===== config.mk =====
export PLATFORM = sky130hd
export DESIGN_NAME = ones_accum_sat
export DESIGN_NICKNAME = d
export VERILOG_FILES = /design/src/rtl/ones_accum_sat.sv
export SDC_FILE = /design/constraint.sdc
export NUM_CORES = 1
export LEC_CHECK = 0
export ABC_AREA = 1
export BUFFER_PORTS_ARGS = -buffer_cell sky130_fd_sc_hd__buf_2
export CORE_ASPECT_RATIO = 1.5
export CORE_MARGIN = 8
export CORE_UTILIZATION = 37
export DETAILED_ROUTE_END_ITERATION = 8
export PLACE_DENSITY = 0.69
export SYNTH_ARGS = -nofsm -noshare
export SYNTH_HDL_FRONTEND = slang
export SYNTH_SLANG_ARGS = --single-unit

===== constraint.sdc =====
create_clock -name clk -period 2.4 [get_ports clk]
set_clock_uncertainty 0.2 [all_clocks]
set_input_delay 0.36 -clock clk [delete_from_list [all_inputs] [get_ports clk]]
set_output_delay 0.36 -clock clk [all_outputs]
set_load 0.1 [all_outputs]

===== src/rtl/ones_accum_sat.sv =====
// Saturating up/down popcount accumulator with a sticky upper limit.
// Emits a registered one-cycle pulse when the count first reaches THRESH.
module ones_accum_sat #(
    parameter int unsigned IN_W   = 4,
    parameter int unsigned CNT_W  = 8,
    parameter int unsigned MAX    = 200,
    parameter int unsigned THRESH = 100
) (
    input  logic            clk,
    input  logic            reset_n,
    input  logic            clear,
    input  logic            in_valid,
    input  logic [IN_W-1:0] in_data,
    input  logic            down,
    output logic [CNT_W-1:0] count,
    output logic            sat,
    output logic            zero,
    output logic            thr_hit
);

    localparam int unsigned PW = $clog2(IN_W + 1);
    // Wide enough for count+pc even when pc is wider than the counter.
    localparam int unsigned AW = ((CNT_W > PW) ? CNT_W : PW) + 1;

    typedef enum logic {
        COUNT = 1'b0,
        SAT   = 1'b1
    } state_t;

    state_t           state_q, state_d;
    logic [CNT_W-1:0] count_q, count_d;
    logic             thr_q, thr_d;
    logic [PW-1:0]    pc;
    logic [AW-1:0]    sum, diff;

    always_comb begin
        pc = '0;
        for (int i = 0; i < int'(IN_W); i++) begin
            pc = pc + PW'(in_data[i]);
        end
    end

    assign sum  = AW'(count_q) + AW'(pc);
    assign diff = AW'(count_q) - AW'(pc);

    always_comb begin
        state_d = state_q;
        count_d = count_q;
        unique case (state_q)
            COUNT: begin
                if (in_valid && !down) begin
                    if (sum >= AW'(MAX)) begin
                        count_d = CNT_W'(MAX);
                        state_d = SAT;
                    end else begin
                        count_d = sum[CNT_W-1:0];
                    end
                end else if (in_valid && down) begin
                    if (AW'(pc) > AW'(count_q)) count_d = '0;
                    else count_d = diff[CNT_W-1:0];
                end
            end
            SAT: count_d = CNT_W'(MAX);
            default: begin
                state_d = COUNT;
                count_d = '0;
            end
        endcase
        if (clear) begin
            state_d = COUNT;
            count_d = '0;
        end
        thr_d = !clear && (count_q < CNT_W'(THRESH))
                && (count_d >= CNT_W'(THRESH));
    end

    always_ff @(posedge clk or negedge reset_n) begin
        if (!reset_n) begin
            state_q <= COUNT;
            count_q <= '0;
            thr_q   <= 1'b0;
        end else begin
            state_q <= state_d;
            count_q <= count_d;
            thr_q   <= thr_d;
        end
    end

    assign count   = count_q;
    assign sat     = (state_q == SAT);
    assign zero    = (count_q == '0);
    assign thr_hit = thr_q;

endmodule


==> metrics.cfg <==
[critical_path]
reg2reg_to = thr_hit
cp_num_buf_inv = 3
path_class = in2reg
setup.worst_path.start = in_data[0]
worstPathArrival_ns = 2.87
path_max_fanout = 6
cp_slowest_cell = fa_1
r2r_slack_ns = 0.06
max_stage_delay_ns = 0.58
critPathCaptureType = flip-flop
crit_path_frequent_cell = nand2_2
crit_chain = buf_6, fa_1, ha_4, ha_4, fa_2, nand3_2, nand2_2, nand3_2, nand2_1, nor2_1, nand2_2, nand2_2, nand2_4, buf_4, buf_4, a41oi_2
r2r_cells = 14
cp-start-kind = input port
crit_required_ns = 2.36
timing.rr.start = count[0]
crit_family = adder cells

[floorplan]
die_x_um = 60.5
die_area_mm2 = 0.00501
coreArea_mm2 = 0.00288
start_util = 0.382
io_pins = 20
num_rows = 24
die_h_um = 82.8

[timing]
finalCritPeriodShare = 1.21
rsz0062_at_grt = yes
finalCriticalPeriod_ns = 2.91
tns_ns = -4.12
final-setup-viol-count = 10
timing.slew.headroom = 0.676
worstMarginPinSlew_ns = 0.490
hold_slack_ns = 0.163
drv_slew = 0
max_freq_mhz = 343
hold_viol_final = 0
worst_slack_ns = -0.514

[routing]
routedWlPerCell_um = 12.9
drt_first_pass_iters = 4
drt_iter0_markers = 24
vias = 1263
vias_per_cell = 4.90
drc = 0
wirelength_um = 3330
ant_nets = 0

[cts]
clock_path_buffers = 2
clkTransAtPathRegs_ns = 0.05
cts.htree.levels = 1
clock_latency_ns = 0.24
cts_tree = done
cts_buffers = 3
cts_sinks = 10
cts_root_buf = clkbuf_8

[hold_path]
hold_path_depth = 2
min_path_type = in2reg
hold_end = count[6]
holdCritStartpoint = clear

[placed_design]
dpl.hpwl_um = 2570
postPlaceCellArea_mm2 = 0.00150
gp_congestion = 0.846
port_buffers = 19
dp_cells = 246

[finish]
drive_above_1_share = 0.416
regArea_um2 = 250
fin_cells = 258
fin_nets = 240
fillers = 289
multi_input_area_um2 = 950
area_growth_pct = 58.4
final_core_util = 0.604
diodes = 0
fin_area_mm2 = 0.00174

[synth]
synth_cell_types = 29
synth_commonest_cells = nand2_1, inv_1, nand3_1
synth.area.top_cells = dfrtp_1, nand2_1, inv_1, ha_1, nand3_1
synth-seq-cells = 10
syn_area_mm2 = 0.00110
synth_cells = 168
synth_top_cell_by_area = dfrtp_1
synth_nets = 188
avgSynthCellArea_um2 = 6.55
synth_most_common_cell = nand2_1
synthFlopType = dfrtp_1
synthArstFlopShare = 1.00
ys_seq_area_frac = 0.228
synth-edff-count = 0
yosys_warnings = 0
synth_top_area_frac = 0.228

[grt]
antenna_found_initial = 0
met1_usage = 0.141
use_met3 = 0.0216
top_usage_layer = met2
grtUsageTotal = 0.140
grt_pass1_vias = 1218
met2_usage = 0.268
grt_max_degree = 11
grt-ovfl-total = 0
grt_pass1_wl_um = 5300

[status]
outcome = finished, violations left
failed_checks = negative setup slack

[pwr]
peakVddDrop_mv = 0.492
p_per_area_mw_per_mm2 = 668
leakage_nw = 0.905

[run]
drv_cap = 0

-- logic make-up after synthesis --
kind of cell,count (synthesis),share of synthesized area
AOI/OAI and AO/OA,17,0.121
DFF,10,0.228
buffers and inverters,30,0.102
and+or+nand+nor,100,0.404
adders and majority gates,11,0.146
-- placed cells by master (no fill, tap or decap), types with 2 or more instances in the layout --
cell type	n
o21ai_1	2
a21oi_2	3
ha_1	2
nand2_2	7
nand2_1	43
nor2_4	3
o21ai_0	2
clkbuf_8	4
inv_4	2
ha_4	6
nand3_2	6
o22ai_1	2
nand3_1	14
buf_4	26
buf_6	2
fa_2	2
nand2_4	3
dfrtp_1	10
nor2_1	13
inv_1	26
nand4_1	4
nor4_4	2
buf_2	17
nor2_2	2
-- per-layer routing --
metal	up-vias	part of all wire
met5	-	0
met4	0	0.025
met3	9	0.038
met2	29	0.56
met1	581	0.38
li1	644	-
-- area by class of cell --
type                    instances  area share
repair buffers                 47       0.184
well taps                      39      0.0280
flip-flops and latches         10       0.144
clock buffers                   4      0.0316
multi-input cells             128       0.545
inverters                      30      0.0675
-- report_power, final --
| part | internal [mW] | switching [mW] |
|---|---|---|
| registers | 0.187 | 0.0340 |
| clock network | 0.144 | 0.0636 |
| logic | 0.257 | 0.477 |
| total | 0.588 | 0.575 |
-- repair_timing --
action / CTS / global route
hold buffers: 1 / 0
buffers inserted: 2 / 5
pin swaps: 13 / 4
setup endpoints to repair: 10 / 11
hold endpoints to repair: 10 / 0
resized for setup: 12 / 15
-- sequential cells by signal, summed over array words and instances (netlist names) --
name     cells
sat          1
count        8
thr_hit      1
-- worst max-delay path by stage --
stage	end	slack, ns	cells past startpoint
finish	count[6]	-0.51	16
global route	thr_hit	-0.68	20
CTS	thr_hit	-0.48	19
detailed placement	thr_hit	-0.82	20
global placement	thr_hit	-0.78	20
floorplan	thr_hit	-0.53	18
-- metrics by stage --
step / worst slack (ns) / total power [mW]
CTS: -0.483 / 1.12
global placement: -0.782 / 0.871
finish: -0.514 / 1.16
detailed placement: -0.820 / 0.877
global route: -0.676 / 1.25
floorplan: -0.528 / 0.691
(Power assumes the default switching activity.)
